### src/rtl/global_list_relay_pkg.sv
// Shared types and helpers for the list relay: drain modes, handshake states
// and index sizing.
package global_list_relay_pkg;

  localparam int MAX_DEPTH = 64;

  typedef enum logic [1:0] {
    RELAY_FIFO = 2'd0,
    RELAY_LIFO = 2'd1,
    RELAY_SUM  = 2'd2
  } relay_mode_e;

  typedef enum logic {
    FILL  = 1'b0,
    DRAIN = 1'b1
  } relay_state_e;

  // Index width that stays at least one bit wide for a single-entry list.
  function automatic int idx_width(input int depth);
    return (depth > 1) ? $clog2(depth) : 1;
  endfunction

endpackage

### src/rtl/relay_list_store.sv
// DEPTH x DATA_W list register with one write port, two combinational read
// ports and the running sum of every element except the last slot.
module relay_list_store
  import global_list_relay_pkg::*;
#(
  parameter int DATA_W = 32,
  parameter int DEPTH  = 5,
  parameter int IDX_W  = idx_width(DEPTH)
) (
  input  logic              clk,
  input  logic              rst,
  input  logic              i_wr_en,
  input  logic [IDX_W-1:0]  i_wr_idx,
  input  logic [DATA_W-1:0] i_wr_data,
  input  logic [IDX_W-1:0]  i_rd_idx_a,
  input  logic [IDX_W-1:0]  i_rd_idx_b,
  output logic [DATA_W-1:0] o_rd_data_a,
  output logic [DATA_W-1:0] o_rd_data_b,
  output logic [DATA_W-1:0] o_prefix_sum
);

  logic [DATA_W-1:0] r_list [DEPTH];

  // NOTE: storage arrays are normally left unreset; this one is cleared because
  // the list must read back as all zero after reset.
  always_ff @(posedge clk or posedge rst) begin
    if (rst) begin
      for (int i = 0; i < DEPTH; i++) r_list[i] <= '0;
    end else begin
      for (int i = 0; i < DEPTH; i++) begin
        if (i_wr_en && (i_wr_idx == IDX_W'(i))) r_list[i] <= i_wr_data;
      end
    end
  end

  // NOTE: every variable assigned in always_comb gets a default first, so no
  // path through the block can leave it holding a value (no latch).
  always_comb begin
    o_rd_data_a = '0;
    o_rd_data_b = '0;
    for (int i = 0; i < DEPTH; i++) begin
      if (i_rd_idx_a == IDX_W'(i)) o_rd_data_a = r_list[i];
      if (i_rd_idx_b == IDX_W'(i)) o_rd_data_b = r_list[i];
    end
  end

  // NOTE: the accumulator uses blocking '=' because each iteration must see the
  // previous partial sum; registered state elsewhere uses '<=' only.
  // The final slot is excluded: its word is still on i_wr_data when the sum is used.
  always_comb begin
    o_prefix_sum = '0;
    for (int i = 0; i < DEPTH - 1; i++) o_prefix_sum = o_prefix_sum + r_list[i];
  end

endmodule

### src/rtl/global_list_relay.sv
// Blocking-port list relay: fills DEPTH words from the input handshake, then
// drains them in FIFO order, LIFO order or as one modular sum.
module global_list_relay
  import global_list_relay_pkg::*;
#(
  parameter int DATA_W = 32,
  parameter int DEPTH  = 5,
  parameter int MODE   = 0
) (
  input  logic                       clk,
  input  logic                       rst,
  input  logic [DATA_W-1:0]          in_data,
  input  logic                       in_sync,
  output logic                       in_notify,
  output logic [DATA_W-1:0]          out_data,
  input  logic                       out_sync,
  output logic                       out_notify,
  output logic                       out_last,
  output logic [$clog2(DEPTH+1)-1:0] fill_level
);

  localparam int               IDX_W         = idx_width(DEPTH);
  localparam int               FL_W          = $clog2(DEPTH + 1);
  localparam relay_mode_e      MODE_E        = relay_mode_e'(2'(MODE));
  localparam logic [IDX_W-1:0] LAST_IDX      = IDX_W'(DEPTH - 1);
  localparam logic             FIRST_IS_LAST = (MODE_E == RELAY_SUM) || (DEPTH == 1);

  if (MODE < 0 || MODE > 2) begin : g_bad_mode
    $error("global_list_relay: MODE must be 0, 1 or 2");
  end
  if (DEPTH < 1 || DEPTH > MAX_DEPTH) begin : g_bad_depth
    $error("global_list_relay: DEPTH must be within 1..64");
  end

  relay_state_e      r_state;
  logic [IDX_W-1:0]  r_wr_idx;
  logic [IDX_W-1:0]  r_rd_idx;
  logic [FL_W-1:0]   r_fill_level;
  logic              r_in_notify;
  logic              r_out_notify;
  logic [DATA_W-1:0] r_out_data;
  logic              r_out_last;

  logic              w_in_xfer;
  logic              w_out_xfer;
  logic [IDX_W-1:0]  w_fifo_addr;
  logic [IDX_W-1:0]  w_lifo_addr;
  logic [DATA_W-1:0] w_rd_fifo;
  logic [DATA_W-1:0] w_rd_lifo;
  logic [DATA_W-1:0] w_prefix_sum;
  logic [DATA_W-1:0] w_first_word;
  logic [DATA_W-1:0] w_next_word;

  assign w_in_xfer  = r_in_notify && in_sync;
  assign w_out_xfer = r_out_notify && out_sync;

  // While filling, port A points at element 0 so the FIFO head is ready for the final edge.
  assign w_fifo_addr = (r_state == FILL) ? '0 : r_rd_idx + IDX_W'(1);
  assign w_lifo_addr = LAST_IDX - r_rd_idx - IDX_W'(1);

  relay_list_store #(
    .DATA_W (DATA_W),
    .DEPTH  (DEPTH),
    .IDX_W  (IDX_W)
  ) u_store (
    .clk          (clk),
    .rst          (rst),
    .i_wr_en      (w_in_xfer),
    .i_wr_idx     (r_wr_idx),
    .i_wr_data    (in_data),
    .i_rd_idx_a   (w_fifo_addr),
    .i_rd_idx_b   (w_lifo_addr),
    .o_rd_data_a  (w_rd_fifo),
    .o_rd_data_b  (w_rd_lifo),
    .o_prefix_sum (w_prefix_sum)
  );

  always_comb begin
    w_first_word = in_data;
    w_next_word  = w_rd_fifo;
    case (MODE_E)
      RELAY_FIFO: w_first_word = (DEPTH == 1) ? in_data : w_rd_fifo;
      RELAY_LIFO: begin
        w_first_word = in_data;
        w_next_word  = w_rd_lifo;
      end
      default:    w_first_word = w_prefix_sum + in_data;
    endcase
  end

  always_ff @(posedge clk or posedge rst) begin
    if (rst) begin
      r_state      <= FILL;
      r_wr_idx     <= '0;
      r_rd_idx     <= '0;
      r_fill_level <= '0;
      r_in_notify  <= 1'b1;
      r_out_notify <= 1'b0;
      r_out_data   <= '0;
      r_out_last   <= 1'b0;
    end else begin
      case (r_state)
        FILL: begin
          if (w_in_xfer) begin
            r_fill_level <= r_fill_level + FL_W'(1);
            if (r_wr_idx == LAST_IDX) begin
              r_state      <= DRAIN;
              r_in_notify  <= 1'b0;
              r_out_notify <= 1'b1;
              r_out_data   <= w_first_word;
              r_out_last   <= FIRST_IS_LAST;
            end else begin
              r_wr_idx <= r_wr_idx + IDX_W'(1);
            end
          end
        end
        DRAIN: begin
          if (w_out_xfer) begin
            if (!r_out_last) begin
              r_rd_idx   <= r_rd_idx + IDX_W'(1);
              r_out_data <= w_next_word;
              r_out_last <= (r_rd_idx + IDX_W'(1) == LAST_IDX);
            end else begin
              r_state      <= FILL;
              r_out_notify <= 1'b0;
              r_in_notify  <= 1'b1;
              r_wr_idx     <= '0;
              r_rd_idx     <= '0;
              r_fill_level <= '0;
              r_out_last   <= 1'b0;
            end
          end
        end
        default: r_state <= FILL;
      endcase
    end
  end

  assign in_notify  = r_in_notify;
  assign out_notify = r_out_notify;
  assign out_data   = r_out_data;
  assign out_last   = r_out_last;
  assign fill_level = r_fill_level;

endmodule

### config.mk
export PLATFORM = sky130hd
export DESIGN_NAME = global_list_relay
export DESIGN_NICKNAME = d
export VERILOG_FILES = /design/src/rtl/global_list_relay_pkg.sv /design/src/rtl/relay_list_store.sv /design/src/rtl/global_list_relay.sv
export SDC_FILE = /design/constraint.sdc
export NUM_CORES = 1
export LEC_CHECK = 0
export BUFFER_PORTS_ARGS = -buffer_cell sky130_fd_sc_hd__buf_4
export CAP_MARGIN = 20
export CORE_UTILIZATION = 54
export CTS_CLUSTER_SIZE = 28
export DETAILED_ROUTE_END_ITERATION = 12
export PLACE_DENSITY = 0.87
export SLEW_MARGIN = 20
export SYNTH_ARGS = -nofsm -noshare
export SYNTH_HDL_FRONTEND = slang
export SYNTH_SLANG_ARGS = --single-unit
### constraint.sdc
create_clock -name clk -period 7.15 [get_ports clk]
set_input_delay 1.7875 -clock clk [delete_from_list [all_inputs] [get_ports clk]]
set_output_delay 1.7875 -clock clk [all_outputs]
set_load 0.05 [all_outputs]
Word-level counts from Yosys, hierarchy flattened. Cells that the tools add are included.

Register bits: 205. Input port bits: 36. Output and inout port bits: 38. Word-level logic and storage cells: 84.

Add/subtract/negate cells: 3. Equality and inequality tests: 15. Multiplexer cells: 37. Bitwise operators: 1. Reductions and logical operators: 15.

Operators with widths (number): 2-to-1 mux 32 bit (9); one-hot mux 32 bit (2 select lines) (1); 2-to-1 mux 3 bit (7); 2-to-1 mux 1 bit (14); equality test 3 x 2 -> 1 bit (second input constant) (4); one-hot mux 3 bit (2 select lines) (2); AND reduction 4 bit (3); adder 3 x 1 -> 3 bit (second input constant) (3); equality test 3 bit (second input constant) (3); != test 2 x 1 -> 1 bit (second input constant) (4); one-hot mux 1 bit (2 select lines) (4); logical AND 1 bit (7); equality test 3 x 1 -> 1 bit (second input constant) (2); logical NOT 3 bit (2); AND reduction 3 bit (2); != test 2 bit (second input constant) (2); AND reduction 2 bit (1); inverter 1 bit (1).

Depth between registers and ports, before layout.
Depth in word-level cells: 11. Depth in mapped cells: 8. Mapped depth without buffers: 6.

Modules after synthesis. Synthesis repeated with hierarchy kept, for this count alone.

Cells, all modules: 1397. Area, all modules: 13631.8 um2.

By module, submodules not included: relay_list_store (instances 1, cells each 1257, area each 11706.2 um2, sequential area each 4003.8 um2); global_list_relay (instances 1, cells each 140, area each 1925.6 um2, sequential area each 1127.3 um2).

Least setup slack after synthesis. OpenSTA, ideal clock, no wires.

Kind: input port to flip-flop. From: input in_sync. To: register u_store.r_list[0] (netlist name). Setup time: 0.125 ns. Arrival: 2.651 ns. Required time: 7.025 ns. Slack: 4.375 ns. Cell stages on the path: 4. Path buffers: 2. Cell sequence: nand4_1 -> buf_2 -> buf_2 -> mux2_2.

Longest elaborated chain between the ends: 2.

RTL lines: start: declaration (RTL line global_list_relay.sv:13) `input logic in_sync,`; logical AND 1 bit (RTL line global_list_relay.sv:54) `assign w_in_xfer = r_in_notify && in_sync;`; logical AND 1 bit (RTL line relay_list_store.sv:31) `if (i_wr_en && (i_wr_idx == IDX_W'(i))) r_list[i] <= i_wr_data;`; end signal: indexed assignment (RTL line relay_list_store.sv:31); end: declaration (RTL line relay_list_store.sv:22) `logic [DATA_W-1:0] r_list [DEPTH];`.

No other way between the ends. A chain may end at the register's enable or synchronous reset.

Worst setup path in the final report.
From: register r_rd_idx[0]. To: register r_out_data[25] (netlist: out_data[25]).

Longest elaborated chain between the ends: 11. Elaborated cells between the ends (all ways): 17. Classes of those cells: add/sub (1); eq/ne (4); mux (11); reduce/logical (1).

RTL lines: start: declaration (RTL line global_list_relay.sv:37) `logic [IDX_W-1:0] r_rd_idx;`; start signal: assignment (RTL line global_list_relay.sv:120) `r_rd_idx <= r_rd_idx + IDX_W'(1);`; adder 3 x 1 -> 3 bit * (RTL line global_list_relay.sv:58) `assign w_fifo_addr = (r_state == FILL) ? '0 : r_rd_idx + IDX_W'(1);`; 2-to-1 mux 3 bit * (RTL line global_list_relay.sv:58); logical NOT 3 bit (RTL line relay_list_store.sv:42) `if (i_rd_idx_a == IDX_W'(i)) o_rd_data_a = r_list[i];`; 2-to-1 mux 32 bit (4 in series) (RTL line relay_list_store.sv:42); 2-to-1 mux 32 bit * (RTL line relay_list_store.sv:42); 2-to-1 mux 32 bit (on tied branches) (RTL line global_list_relay.sv:119, global_list_relay.sv:106); 2-to-1 mux 32 bit (on tied branches) (RTL line global_list_relay.sv:118, global_list_relay.sv:104); one-hot mux 32 bit (2 select lines) * (RTL line global_list_relay.sv:102) `case (r_state)`; end signal: assignment (RTL line global_list_relay.sv:110) `r_out_data <= w_first_word;`; end signal: assignment (RTL line global_list_relay.sv:121) `r_out_data <= w_next_word;`; end: declaration (RTL line global_list_relay.sv:41) `logic [DATA_W-1:0] r_out_data;`.

Mark *: on every way between the ends. The rest lies on a longest branch, timed or not. The select of a mux whose other input is x is not followed.

==> out/metrics.cfg <==
[die]
core_area_um2 = 16600
rows = 47
fp.dieH_um = 132
fp.dieW_um = 132
start_util = 0.553
io_pins = 74
dieArea_um2 = 17500

[detailed_routing]
top_layer_used = met4
wl_met3_um = 996
postRouteAntennaNets = 0
drt-met1-wl_um = 8920
met2_length_um = 10900
wire_per_inst_um = 20.9
routed_wl_um = 21300
drc = 0
first_pass_iters = 6
vias = 6267
viasPerCell = 6.14
drtIter0Drc = 442

[setup_path]
cp.arrival_ns = 3.93
r2r_start = r_rd_idx[0]$_DFFE_PP0P_
crit_required_ns = 7.55
path_class = flip-flop to flip-flop
cp-start-kind = flip-flop
end_kind = flip-flop
cp-startpoint = r_rd_idx[0]$_DFFE_PP0P_
critPathMaxFanout = 35

[synth]
dominantRegCellSynth = dfrtp_1
yosysWarningCount = 0
synthArstFlopShare = 1.00
yosys-top-cells-area = dfrtp_1 (56%), mux2_2 (20%), o21ai_0 (3.2%), a21o_1 (2.4%), a22o_1 (2.0%)
syn_nets = 775
synth_cells = 731
synth_top_area_share = 0.556
synth-seq-cells = 205
synth_top_area_cell = dfrtp_1
avgSynthCellArea_um2 = 12.6
yosys-top-cells-count = dfrtp_1 (204), mux2_2 (163), o21ai_0 (59)
ys_seq_area_frac = 0.559
netlist_area_um2 = 9180
post-synth-top-count-cell = dfrtp_1
synth_cell_types = 44
synth-edff-count = 0

[place]
io_buffers = 73
hpwlAfterDp_um = 12100
routabilityCongestion = 0.759

[grt]
grt_pass1_vias = 6483
grt_pass1_wl_um = 34100
track_usage = 0.247
overflow = 0
grt_start_max_net_pins = 191
grt_antenna_before_repair = 0

[timing]
fin_crit_ns = 3.53
hold_violations = 0
finalSetupViolations = 0
fmax_mhz = 283
period_share = 0.494
fin_setup_tns_ns = 0
worst_pin_slew_ns = 1.15
rsz0062_at_grt = false
fin_skew_ns = 0.0104
drv_slew = 0
slew-limit-headroom = 0.236

[clocking]
cts_buffers = 21
numClockSinks = 205
clock_latency_ns = 0.49
clk_pin_slew_ns = 0.06
cts-root-buf = clkbuf_16
cts_tree = done
cts_resized = 0
ctsHoldBuffers = 0
clockBufferDepth = 3
htree_num_levels = 1
cts_setup_buffers = 0

[finish]
n_antenna_cell = 0
syn_to_final_growth_pct = 15.4
drive_above_1_share = 0.376
final_util = 0.639
nets = 832

[pwr]
power.density_nw_per_um2 = 225
vdd_drop_max_v = 0.000139
power_leakage_nw = 5.47

[run]
max-cap-violations = 0

[worst_hold_path]
hp-class = flip-flop to flip-flop
worstHoldStart = r_rd_idx[2]$_DFFE_PP0P_

[outcome]
status = completed

-- cell families (layout without fill, tap and decap cells) --
group	count (synthesis)	count (layout)	share of synthesized area
compound gates	189	189	0.134
xor+xnor	1	1	0.000955
fa+ha+maj	8	8	0.0109
buf+inv	59	129	0.0330
flops	205	205	0.559
mux	163	163	0.200
simple gates	106	106	0.0614
-- flip-flops by register name, summed over array words and instances (netlist names) --
signal,flops
out_data,32
r_rd_idx,3
fill_level,3
r_state,1
u_store.r_list,160
in_notify,1
out_notify,1
out_last,1
r_wr_idx,3
-- cell usage in the layout (no fill, tap or decap), drive strengths merged, types with 20 or more instances in the layout --
cell,Yosys,final
a21o,29,29
a21oi,20,20
a221oi,20,20
a22o,21,21
buf,34,86
clkbuf,18,29
dfrtp,204,204
mux2,163,163
nand2,47,47
o21ai,80,80
-- layer usage --
layer | track usage | vias up
li1 | - | 2785
met1 | 0.317 | 3255
met2 | 0.424 | 190
met3 | 0.0346 | 37
met4 | 0.0958 | 0
met5 | 0 | -
-- report_power, final --
group / total (mW) / internal (mW) / switching (mW) / leakage (nW)
Combinational: 0.0507 / 0.0148 / 0.0360 / 2.24
Clock: 1.17 / 0.727 / 0.441 / 0.371
Sequential: 1.16 / 1.16 / 0 / 2.86
-- worst max-delay path, stage by stage (launching register included) --
cell and delay (ns):
dfrtp_1 0.37, buf_4 0.23, ha_1 0.24, ha_1 0.54
nand2_1 0.38, o21ai_1 0.98, buf_4 0.36, a221oi_1 0.11
o21ai_0 0.23
-- final cells by class --
type | count | area [um2]
Tap cell | 220 | 275
Clock buffer | 29 | 636
Multi-Input combinational cell | 467 | 3740
Sequential cell | 205 | 5130
Clock inverter | 7 | 116
Timing Repair Buffer | 86 | 658
Inverter | 7 | 30.0
Fill cell | 1216 | 5990
-- per-stage QoR --
step | setup WS (ns) | area, um2 | cells | hold WS [ns] | power [mW]
2_1_floorplan | 2.71 | 9180 | 731 | 0.449 | 1.20
3_3_place_gp | 3.68 | 9840 | 985 | 0.462 | 1.23
3_5_place_dp | 3.64 | 9840 | 985 | 0.476 | 1.23
4_1_cts | 3.65 | 10600 | 1021 | 0.489 | 2.39
5_1_grt | 3.43 | 10600 | 1021 | 0.507 | 2.45
6_report | 3.62 | 10600 | 1021 | 0.483 | 2.38
-- path summary, 6_finish.rpt --
path / to / slack [ns] / depth (start not counted)
setup / recovery: out_data[25]$_DFFE_PP0P_ / 3.62 / 8
hold / removal: r_rd_idx[2]$_DFFE_PP0P_ / 0.48 / 2
setup reg to reg: out_data[25]$_DFFE_PP0P_ / 3.62 / 8
hold reg to reg: r_rd_idx[2]$_DFFE_PP0P_ / 0.48 / 2
max in group asynchronous: u_store.r_list[35]$_DFFE_PP0P_ / 4.48 / 3
min in group asynchronous: out_notify$_DFFE_PP0P_ / 1.29 / 2
Power figures use the tool's default switching activity.
